## src/rtl/pistorm_pkg.sv

```systemverilog
// Shared definitions for the 68000 bus responder: widths, synchroniser depth,
// FSM state encoding and the address-window decode.
package pistorm_pkg;

  localparam int ADDR_W      = 23;
  localparam int DATA_W      = 16;
  localparam int SYNC_STAGES = 2;

  typedef enum logic [2:0] {
    ST_IDLE,
    ST_IGNORE,
    ST_STROBE,
    ST_ACCESS,
    ST_WAIT,
    ST_HOLD,
    ST_RELEASE,
    ST_BERR
  } bus_state_e;

  // a holds address bits [23:1]; base/mask are full byte addresses
  function automatic logic addr_hit(input logic [ADDR_W-1:0] a,
                                    input logic [ADDR_W:0]   base,
                                    input logic [ADDR_W:0]   mask);
    return ((({a, 1'b0}) ^ base) & mask) == '0;
  endfunction

endpackage

```

## src/rtl/bus_sync.sv

```systemverilog
// Multi-flop synchroniser for asynchronous 68000 bus signals. Resets to
// all-ones so the active-low strobes come out of reset deasserted.
module bus_sync
  import pistorm_pkg::*;
#(
  parameter int W = 1
) (
  input  logic         clk_sys,
  input  logic         rst_n,
  input  logic [W-1:0] d,
  output logic [W-1:0] q
);

  logic [W-1:0] stage [SYNC_STAGES];

  always_ff @(posedge clk_sys or negedge rst_n) begin
    if (!rst_n) begin
      for (int i = 0; i < SYNC_STAGES; i++) stage[i] <= '1;
    end else begin
      stage[0] <= d;
      for (int i = 1; i < SYNC_STAGES; i++) stage[i] <= stage[i-1];
    end
  end

  assign q = stage[SYNC_STAGES-1];

endmodule

```

## src/rtl/m68k_bus_responder.sv

```systemverilog
// Target-side 68000 bus responder: decodes an address window, runs a local
// req/ack transfer and terminates the bus cycle with DTACK, or BERR on timeout.
//
//   state      | meaning
//   -----------+-------------------------------------------------------------
//   IDLE       | waiting for AS; enters ACCESS directly if strobes already low
//   IGNORE     | cycle for another target, wait for AS release
//   STROBE     | hit, waiting for UDS/LDS (late write strobes)
//   ACCESS     | LCL_REQ outstanding, waiting for LCL_ACK
//   WAIT       | MIN_WAIT countdown before DTACK
//   HOLD       | DTACK asserted until AS release
//   RELEASE    | DTACK driven high for one cycle before tri-stating
//   BERR       | BERR asserted until AS release
module m68k_bus_responder
  import pistorm_pkg::*;
#(
  parameter logic [23:0] BASE_ADDR = 24'hE80000,
  parameter logic [23:0] ADDR_MASK = 24'hFF0000,
  parameter int          MIN_WAIT  = 2,
  parameter int          TIMEOUT   = 255
) (
  input  logic              PI_CLK,
  input  logic              M68K_RESET_n,
  input  logic [ADDR_W-1:0] M68K_A,
  input  logic              M68K_AS_n,
  input  logic              M68K_UDS_n,
  input  logic              M68K_LDS_n,
  input  logic              M68K_RW,
  input  logic [DATA_W-1:0] M68K_D_IN,
  output logic [DATA_W-1:0] M68K_D_OUT,
  output logic              M68K_D_OE,
  output logic              M68K_DTACK_n,
  output logic              M68K_DTACK_OE,
  output logic              M68K_BERR_n,
  output logic              LCL_REQ,
  output logic              LCL_WE,
  output logic [1:0]        LCL_BE,
  output logic [ADDR_W-1:0] LCL_ADDR,
  output logic [DATA_W-1:0] LCL_WDATA,
  input  logic [DATA_W-1:0] LCL_RDATA,
  input  logic              LCL_ACK
);

  logic              as_s, uds_s, lds_s, rw_s;
  logic [ADDR_W-1:0] a_s;
  logic [DATA_W-1:0] d_s;

  bus_sync #(.W(4)) u_sync_strb (
    .clk_sys (PI_CLK),
    .rst_n   (M68K_RESET_n),
    .d       ({M68K_AS_n, M68K_UDS_n, M68K_LDS_n, M68K_RW}),
    .q       ({as_s, uds_s, lds_s, rw_s})
  );

  bus_sync #(.W(ADDR_W + DATA_W)) u_sync_ad (
    .clk_sys (PI_CLK),
    .rst_n   (M68K_RESET_n),
    .d       ({M68K_A, M68K_D_IN}),
    .q       ({a_s, d_s})
  );

  bus_state_e        state_q, state_d;
  logic [9:0]        tcnt_q, tcnt_d, tcnt_dec;
  logic [3:0]        wcnt_q, wcnt_d;
  logic              abort_q, abort_d;
  logic              req_q, req_d;
  logic              dtack_n_q, dtack_n_d;
  logic              dtack_oe_q, dtack_oe_d;
  logic              berr_n_q, berr_n_d;
  logic              we_q;
  logic [1:0]        be_q;
  logic [ADDR_W-1:0] addr_q;
  logic [DATA_W-1:0] wdata_q, dout_q;
  logic              latch_en, cap_rd;
  logic              strb_s, hit, timed_out;

  assign strb_s    = !uds_s || !lds_s;
  assign hit       = addr_hit(a_s, BASE_ADDR, ADDR_MASK);
  assign timed_out = (tcnt_q == 10'd1);
  assign tcnt_dec  = (tcnt_q != 10'd0) ? tcnt_q - 10'd1 : 10'd0;

  always_comb begin
    state_d    = state_q;
    tcnt_d     = tcnt_q;
    wcnt_d     = wcnt_q;
    abort_d    = abort_q;
    req_d      = req_q;
    dtack_n_d  = dtack_n_q;
    dtack_oe_d = dtack_oe_q;
    berr_n_d   = berr_n_q;
    latch_en   = 1'b0;
    cap_rd     = 1'b0;

    // a late ACK after timeout or abort still retires the request
    if (LCL_ACK) req_d = 1'b0;

    case (state_q)
      ST_IDLE: begin
        if (!as_s && !req_q) begin
          if (hit) begin
            tcnt_d  = 10'(TIMEOUT);
            abort_d = 1'b0;
            if (strb_s) begin
              latch_en = 1'b1;
              req_d    = 1'b1;
              state_d  = ST_ACCESS;
            end else begin
              state_d = ST_STROBE;
            end
          end else begin
            state_d = ST_IGNORE;
          end
        end
      end
      ST_IGNORE: begin
        if (as_s) state_d = ST_IDLE;
      end
      ST_STROBE: begin
        tcnt_d = tcnt_dec;
        if (as_s) begin
          state_d = ST_IDLE;
        end else if (timed_out) begin
          berr_n_d = 1'b0;
          state_d  = ST_BERR;
        end else if (strb_s) begin
          latch_en = 1'b1;
          req_d    = 1'b1;
          state_d  = ST_ACCESS;
        end
      end
      ST_ACCESS: begin
        tcnt_d = tcnt_dec;
        if (as_s) abort_d = 1'b1;
        if (LCL_ACK) begin
          if (abort_q || as_s) begin
            state_d = ST_IDLE;
          end else begin
            cap_rd  = !we_q;
            wcnt_d  = 4'(MIN_WAIT);
            state_d = ST_WAIT;
          end
        end else if (!as_s && !abort_q && timed_out) begin
          berr_n_d = 1'b0;
          state_d  = ST_BERR;
        end
      end
      ST_WAIT: begin
        tcnt_d = tcnt_dec;
        if (as_s) begin
          state_d = ST_IDLE;
        end else if (wcnt_q == 4'd0) begin
          dtack_n_d  = 1'b0;
          dtack_oe_d = 1'b1;
          state_d    = ST_HOLD;
        end else if (timed_out) begin
          berr_n_d = 1'b0;
          state_d  = ST_BERR;
        end else begin
          wcnt_d = wcnt_q - 4'd1;
        end
      end
      ST_HOLD: begin
        if (as_s) begin
          dtack_n_d = 1'b1;
          state_d   = ST_RELEASE;
        end
      end
      ST_RELEASE: begin
        dtack_oe_d = 1'b0;
        state_d    = ST_IDLE;
      end
      ST_BERR: begin
        if (as_s) begin
          berr_n_d = 1'b1;
          state_d  = ST_IDLE;
        end
      end
      default: state_d = ST_IDLE;
    endcase
  end

  always_ff @(posedge PI_CLK or negedge M68K_RESET_n) begin
    if (!M68K_RESET_n) begin
      state_q    <= ST_IDLE;
      tcnt_q     <= '0;
      wcnt_q     <= '0;
      abort_q    <= 1'b0;
      req_q      <= 1'b0;
      dtack_n_q  <= 1'b1;
      dtack_oe_q <= 1'b0;
      berr_n_q   <= 1'b1;
      we_q       <= 1'b0;
      be_q       <= '0;
      addr_q     <= '0;
      wdata_q    <= '0;
      dout_q     <= '0;
    end else begin
      state_q    <= state_d;
      tcnt_q     <= tcnt_d;
      wcnt_q     <= wcnt_d;
      abort_q    <= abort_d;
      req_q      <= req_d;
      dtack_n_q  <= dtack_n_d;
      dtack_oe_q <= dtack_oe_d;
      berr_n_q   <= berr_n_d;
      if (latch_en) begin
        we_q    <= !rw_s;
        be_q    <= {!uds_s, !lds_s};
        addr_q  <= a_s;
        wdata_q <= d_s;
      end
      if (cap_rd) dout_q <= LCL_RDATA;
    end
  end

  // data drive follows the synchronised AS directly so it drops with AS_s
  assign M68K_D_OE     = !we_q && ((state_q == ST_WAIT) || (state_q == ST_HOLD)) && !as_s;
  assign M68K_D_OUT    = dout_q;
  assign M68K_DTACK_n  = dtack_n_q;
  assign M68K_DTACK_OE = dtack_oe_q;
  assign M68K_BERR_n   = berr_n_q;
  assign LCL_REQ       = req_q;
  assign LCL_WE        = we_q;
  assign LCL_BE        = be_q;
  assign LCL_ADDR      = addr_q;
  assign LCL_WDATA     = wdata_q;

endmodule

```

## config.mk

```make
export PLATFORM = sky130hd
export DESIGN_NAME = m68k_bus_responder
export DESIGN_NICKNAME = d
export VERILOG_FILES = /design/src/rtl/pistorm_pkg.sv /design/src/rtl/bus_sync.sv /design/src/rtl/m68k_bus_responder.sv
export SDC_FILE = /design/constraint.sdc
export NUM_CORES = 1
export LEC_CHECK = 0
export CORE_UTILIZATION = 50
export CTS_BUF_LIST = sky130_fd_sc_hd__clkbuf_2
export DETAILED_ROUTE_END_ITERATION = 6
export PLACE_DENSITY = 0.75
export SLEW_MARGIN = 20
export SYNTH_ARGS = -nofsm -noshare
export SYNTH_HDL_FRONTEND = slang
export SYNTH_SLANG_ARGS = --single-unit
export TNS_END_PERCENT = 10
```

## constraint.sdc

```tcl
create_clock -name PI_CLK -period 2.95 [get_ports PI_CLK]
set_input_delay 0.4425 -clock PI_CLK [delete_from_list [all_inputs] [get_ports PI_CLK]]
set_output_delay 0.4425 -clock PI_CLK [all_outputs]
set_load 0.05 [all_outputs]
```

==> metrics.txt, run 1 <==
status finished, violations left; failing checks DRC; fillers 843; via count 3,602; mapped cell area 5980 sq um; startpoint types register; Pwr Total 7.97 mW; worst-case clock buffer depth 2; post-CTS setup buffer count 0; syn nets 461; CTS tree yes; minimum clock period 2.60 ns; met1 WL 4.55 mm; Power per Cell Area 1050 nW/um^2; vias in the first global route 3,738; first-pass GRT wire length 18.5 mm; Rel. slew slack 42.9%; max-cap violation count 0; routed wire length 10.9 mm; Setup Crit Path Kind reg -> out; Worst R2R End state_q[2]; ratio of cells with drive above 1 in the final layout 34.7%; Final WS setup 0.353 ns; GRT Overall Usage 19.5%; worst min-delay path class in -> reg; H-tree Lvls 4; Final Hold Fails 0; Initial DRC Count 160; setup TNS 0 ns; dpl ws 0.613 ns; clk slew on worst S/H paths 0.21 ns; antenna cells 0; Fin Hold WS 0.108 ns; Worst Path Required 2.51 ns; Die ar. 12,400 sq um; Synth Warn # 0; First-pass DRT Iterations 6; Area Overhead vs Synth 27.3%; ratio of final minimum period to clock period 88.0%; crit path DAT 2.15 ns; Synth Instances 395; initial antenna violation count 0; Peak supply drop 609 uV; DRC violations left 13; Crit. End Element output port; top cells by area, synth dfstp_2, dfrtp_1, mux2_2, a21oi_1, nor2_1; worst-skew pair later-pin latency 0.70 ns; per-cell routed wire length 15.8 um; PortBufs 124; Starting Density 51.9%; die width 111 um; setup violators final 0; unrepaired setup endpoints after global routing no; met3 wire length 753 um; R2R Setup Slk 0.55 ns; dominant cell type by area after synthesis dfstp_2; Slew Limit Fails 0; Routed met2 length 5.41 mm; die height 111 um; mean post-synth cell area 15.1 sq um; CTS sink cnt 166; EDFF count, synth 0; leak pwr 3.10 nW; top sig layer met4; Vias/cell 5.24; CTS Buf Count 17; ys async rst share 100%; post-synthesis cell type count 52; Max Fclk 385 MHz; worst clock skew 0.0202 ns; Cell Rows 39; Worst-Margin Slew 0.848 ns; gr ovfl total 0; Setup crit end M68K_D_OE; main flop type after synthesis dfstp_2; core region area 11,500 sq um; R2R Path Start tcnt_q[7]; r2r worst-path depth 5; Yosys reg bits 166; HPWL Detailed 7.63 mm; I/O Pins 125; top cell type's share of synthesized area 38.7%; final net count 598; critical path fanouts, max 18; Final ANT Viol Nets 0; Worst Setup SP state_q[1]; Seq/Total Area, Yosys 71.3%; largest net degree at the start of global routing 89; GPL Wtd Cong 0.850; clock root buffer clkbuf_2
## cells by family after synthesis
logic type               after synthesis  share of synthesized area, %
XOR/XNOR                               4                         0.586
buffers and inverters                 28                          2.37
multiplexers                          57                          10.7
AND/OR/NAND/NOR                       75                          7.20
adder cells (fa/ha/maj)                4                         0.837
flip-flops                           166                          71.3
AO/OA/AOI/OAI                         61                          6.93
## critical path, stage by stage (launching register included)
cell,delay (ns)
dfrtp_1,0.63
nand2b_1,0.33
nor3_1,0.18
clkbuf_2,0.31
## state kept, by name (all words and copies together) (netlist names), 2 cells and up
signal,count
u_sync_ad.q,39
u_sync_ad.stage,39
LCL_ADDR,23
LCL_WDATA,16
M68K_D_OUT,16
tcnt_q,10
u_sync_strb.q,4
u_sync_strb.stage,4
wcnt_q,4
state_q,3
LCL_BE,2
## placed cells by master, fill, tap and decap left out, types with 3 or more instances in the layout
master	n
clkdlybuf4s50_1	122
dfstp_2	88
dfrtp_1	77
mux2_2	51
clkbuf_2	20
nor2_1	18
nand2_1	16
a21oi_1	15
inv_1	13
o21ai_0	12
nor3_1	11
mux2_1	6
buf_4	6
nand2b_1	5
o21a_1	5
a31oi_1	4
nand3_1	4
o22a_1	4
ha_1	4
clkinv_2	4
nor2b_1	3
clkinv_1	3
o31ai_1	3
o32ai_1	3
o22ai_1	3
## worst min path at each step
stage	start	slack [ns]	depth (start not counted)	endpoint
2_1_floorplan	M68K_RESET_n	0.15	0	LCL_ADDR[0]
3_3_place_gp	u_sync_ad.stage[58]	0.35	0	u_sync_ad.q[19]
3_5_place_dp	u_sync_ad.stage[48]	0.35	0	u_sync_ad.q[9]
4_1_cts	M68K_A[5]	0.01	1	u_sync_ad.stage[60]
5_1_grt	M68K_A[22]	0.03	1	u_sync_ad.stage[77]
6_report	M68K_A[5]	0.11	1	u_sync_ad.stage[60]
## report_power, final
| part | switching, mW | leakage [nW] | internal, mW |
|---|---|---|---|
| Clock | 0.740 | 0.143 | 0.392 |
| Combinational | 2.23 | 1.10 | 1.33 |
| Sequential | 0.413 | 1.85 | 2.87 |
| Total | 3.38 | 3.10 | 4.59 |
## cells in the mapped netlist (2+ instances only)
cell,instances
a211oi_1,2
a21oi_1,15
a31oi_1,4
buf_1,2
buf_2,5
buf_4,2
buf_6,3
clkbuf_1,2
dfrtp_1,78
dfstp_2,88
ha_1,4
inv_1,13
mux2_1,6
mux2_2,51
nand2_1,16
nand2b_1,5
nand3_1,4
nor2_1,18
nor2b_1,3
nor3_1,11
nor3b_1,2
nor4_1,2
nor4b_1,2
o21a_1,5
o21ai_0,12
o22a_1,4
o22ai_1,3
o31ai_1,3
o32ai_1,3
or4_1,2
or4_4,2
xnor2_1,2
xor2_1,2
## per-layer routing
| layer | GRT usage (%) | vias to the layer above |
|---|---|---|
| li1 | - | 1662 |
| met1 | 24.2 | 1804 |
| met4 | 8.65 | 0 |
| met5 | 0 | - |
| met3 | 7.29 | 19 |
| met2 | 30.7 | 117 |
## final cells by class
class                   instances  area (sq um)  share of cell area, %
multi-input cells             201          1570                   20.7
clock buffers                  19          95.1                   1.25
clock inverters                13           130                   1.71
inverters                      14          52.6                  0.691
flip-flops and latches        166          4270                   56.1
well taps                     143           179                   2.35
repair buffers                132          1310                   17.3
## stage by stage
stage | instances | util [%] | area [sq um]
after detailed placement | 655 | 64.0 | 7370
after CTS | 688 | 66.1 | 7610
after global placement | 655 | 64.0 | 7370
final | 688 | 66.0 | 7610
after global routing | 688 | 66.0 | 7610
after floorplan | 395 | - | 5980
## repair_timing
item | in CTS | in global routing
endpoints found under the hold margin | 41 | 0
endpoints found under the setup margin | 1 | 1
hold buffers | 1 | 0
gates resized for setup | 2 | 3
Note: power is estimated with default switching activity, not from simulation.
==> run 2, diff against run 1 <==
--- a/config.mk
+++ b/config.mk
@@ -5,6 +5,7 @@
 export SDC_FILE = /design/constraint.sdc
 export NUM_CORES = 1
 export LEC_CHECK = 0
+export CAP_MARGIN = 40
 export CORE_UTILIZATION = 50
 export CTS_BUF_LIST = sky130_fd_sc_hd__clkbuf_2
 export DETAILED_ROUTE_END_ITERATION = 6
==> run 2 against run 1 <==
- the run still ends with DRC left
- clock skew shrank 0.0017 ns
- sequential share of layout area down 0.24 points
- hold slack worse by 0.0035 ns
- first-iteration DRC count grew 20%
- combinational power hardly changed
- sequential power is essentially flat
- global-route usage did not move
- largest power group unchanged
- critical path depth is the same
- die area unchanged
- largest cell class unchanged
- non-clock buffer count grew 2
- via count increased by 0.25%
- highest routed layer unchanged
==> metrics.txt, run 2 (synthesis results as in run 1) <==
R2R Setup Slk 0.56 ns (about the same); GRT Overall Usage 19.5% (unchanged); Worst-Margin Slew 0.619 ns (-0.228 ns); Gate power share 44.7% (about the same); CTS Buf Count 17 (unchanged); antenna cells 0 (unchanged); setup TNS 0 ns (unchanged); critical path's top delay family flip-flops; CTS sink cnt 166 (unchanged); CP Buf/Inv Count 1 (unchanged); Vias/cell 5.23 (about the same); leak pwr 3.12 nW (+0.55%); Final Hold Fails 0 (unchanged); crit-path cells nand2b_1 > nor3_1 > clkbuf_2; die width 111 um (unchanged); worst clock skew 0.0185 ns (-0.00165 ns); gr ovfl total 0 (unchanged); crit path DAT 2.16 ns (about the same); first-pass GRT wire length 18.5 mm (unchanged); core region area 11,500 sq um (unchanged); DRC violations left 13 (unchanged); worst min-delay path class in -> reg; clock share of power 14.2% (about the same); Die ar. 12,400 sq um (unchanged); Setup Crit Path Kind reg -> out; fin area 7640 sq um (+0.43%); H-tree Lvls 4 (unchanged); HPWL Detailed 7.63 mm (unchanged); minimum clock period 2.61 ns (+0.00815 ns); Final ANT Viol Nets 0 (unchanged); GPL Wtd Cong 0.850 (unchanged); most frequent cells in the layout clkdlybuf4s50_1, dfstp_2, dfrtp_1; via count 3,611 (+0.25%); clk slew on worst S/H paths 0.21 ns (about the same); worst-case clock buffer depth 2 (unchanged); CTS tree yes; unrepaired setup endpoints after global routing no; Pint 4.60 mW (+0.19%); Rel. slew slack 58.5% (+16 points); switching pwr 3.38 mW (about the same); switching fraction of total power 42.4% (about the same); Crit-path slowest cell dfrtp_1; max-cap violation count 0 (unchanged); die height 111 um (unchanged); Crit. End Element output port; DP Area 7370 sq um (unchanged); sequential share of power 41.1% (about the same); initial antenna violation count 0 (unchanged); largest net degree at the start of global routing 89 (unchanged); startpoint types register; vias in the first global route 3,738 (unchanged); worst-skew pair later-pin latency 0.71 ns (about the same); critical path fanouts, max 18 (unchanged); Peak supply drop 609 uV (about the same); per-cell routed wire length 15.9 um (about the same); status finished, violations left; Cell Rows 39 (unchanged); ratio of cells with drive above 1 in the final layout 34.9% (+0.24 points); Max Fclk 384 MHz (-0.31%); Initial DRC Count 192 (+20%); ratio of final minimum period to clock period 88.3% (+0.28 points); routed wire length 10.9 mm (+0.36%); commonest non-fill, non-tap cell in the layout clkdlybuf4s50_1; Power per Cell Area 1050 nW/um^2 (-0.29%); Fin Hold WS 0.104 ns (-0.00354 ns); I/O Pins 125 (unchanged); PortBufs 124 (unchanged); final net count 600 (+0.33%); failing checks DRC; Slew Limit Fails 0 (unchanged); Area Overhead vs Synth 27.8%; Starting Density 51.9% (unchanged); clock root buffer clkbuf_2; First-pass DRT Iterations 6 (unchanged); setup violators final 0 (unchanged); Worst Path Required 2.51 ns (about the same); crit-path max cell delay 0.63 ns (about the same)
run 2: worst paths after layout:
check | to | depth (start not counted) | start
max in group asynchronous | u_sync_ad.stage[52] | 4 | M68K_RESET_n
max reg2reg | state_q[2] | 7 | wcnt_q[0]
max | M68K_D_OE | 3 | state_q[1]
min in group asynchronous | u_sync_ad.q[4] | 2 | M68K_RESET_n
min | u_sync_ad.stage[60] | 1 | M68K_A[5]
min reg2reg | u_sync_ad.q[7] | 0 | u_sync_ad.stage[46]
run 2: what timing repair did:
action,in CTS,in global routing
setup buffers,0,0
endpoints found under the setup margin,1,1
hold buffers,1,0
pin swaps,0,0
endpoints found under the hold margin,41,0
gates resized for setup,2,3
run 2: power groups by stage:
stage / clock network (mW) / logic [mW] / registers [mW]
after floorplan: 0 / 1.01 / 4.63
after global placement: 0 / 3.51 / 3.28
final: 1.13 / 3.57 / 3.28
after detailed placement: 0 / 3.57 / 3.32
after global routing: 1.27 / 3.76 / 3.37
after CTS: 1.18 / 3.58 / 3.29
run 2: worst reg2reg max path: stages, from the launching register on:
cell,delay [ns]
dfrtp_1,0.41
inv_1,0.12
ha_1,0.18
nor3b_1,0.44
nor2b_1,0.21
o31ai_1,0.42
o311ai_0,0.23
mux2_2,0.31
run 2: final cells by class:
| type | instances | area [sq um] |
|---|---|---|
| Timing Repair Buffer | 134 | 1350 |
| Clock inverter | 13 | 130 |
| Multi-Input combinational cell | 201 | 1570 |
| Fill cell | 839 | 3880 |
| Sequential cell | 166 | 4270 |
| Tap cell | 143 | 179 |
| Clock buffer | 19 | 95.1 |
| Inverter | 14 | 52.6 |
run 2: layer usage:
metal / track usage [%] / wire [um] / up-vias
li1: - / - / 1661
met1: 24.2 / 4510 / 1806
met2: 30.7 / 5380 / 121
met3: 7.29 / 815 / 23
met4: 8.65 / 238 / 0
met5: 0 / 0 / -
run 2: metrics by stage:
stage	power, mW	std cells	setup WS (ns)	util, %
after floorplan	5.64	395	0.612	-
after global placement	6.79	655	0.647	64.0
after detailed placement	6.90	655	0.613	64.0
after CTS	8.06	688	0.0679	66.1
after global routing	8.39	690	0.110	66.3
final	7.98	690	0.345	66.3
==> run 3, diff against run 2 <==
--- a/config.mk
+++ b/config.mk
@@ -5,7 +5,7 @@
 export SDC_FILE = /design/constraint.sdc
 export NUM_CORES = 1
 export LEC_CHECK = 0
-export CAP_MARGIN = 40
+export CAP_MARGIN = 20
 export CORE_UTILIZATION = 50
 export CTS_BUF_LIST = sky130_fd_sc_hd__clkbuf_2
 export DETAILED_ROUTE_END_ITERATION = 6
==> results of run 3 <==
No change in the layout: final DEF, timing and power equal those of run 1.
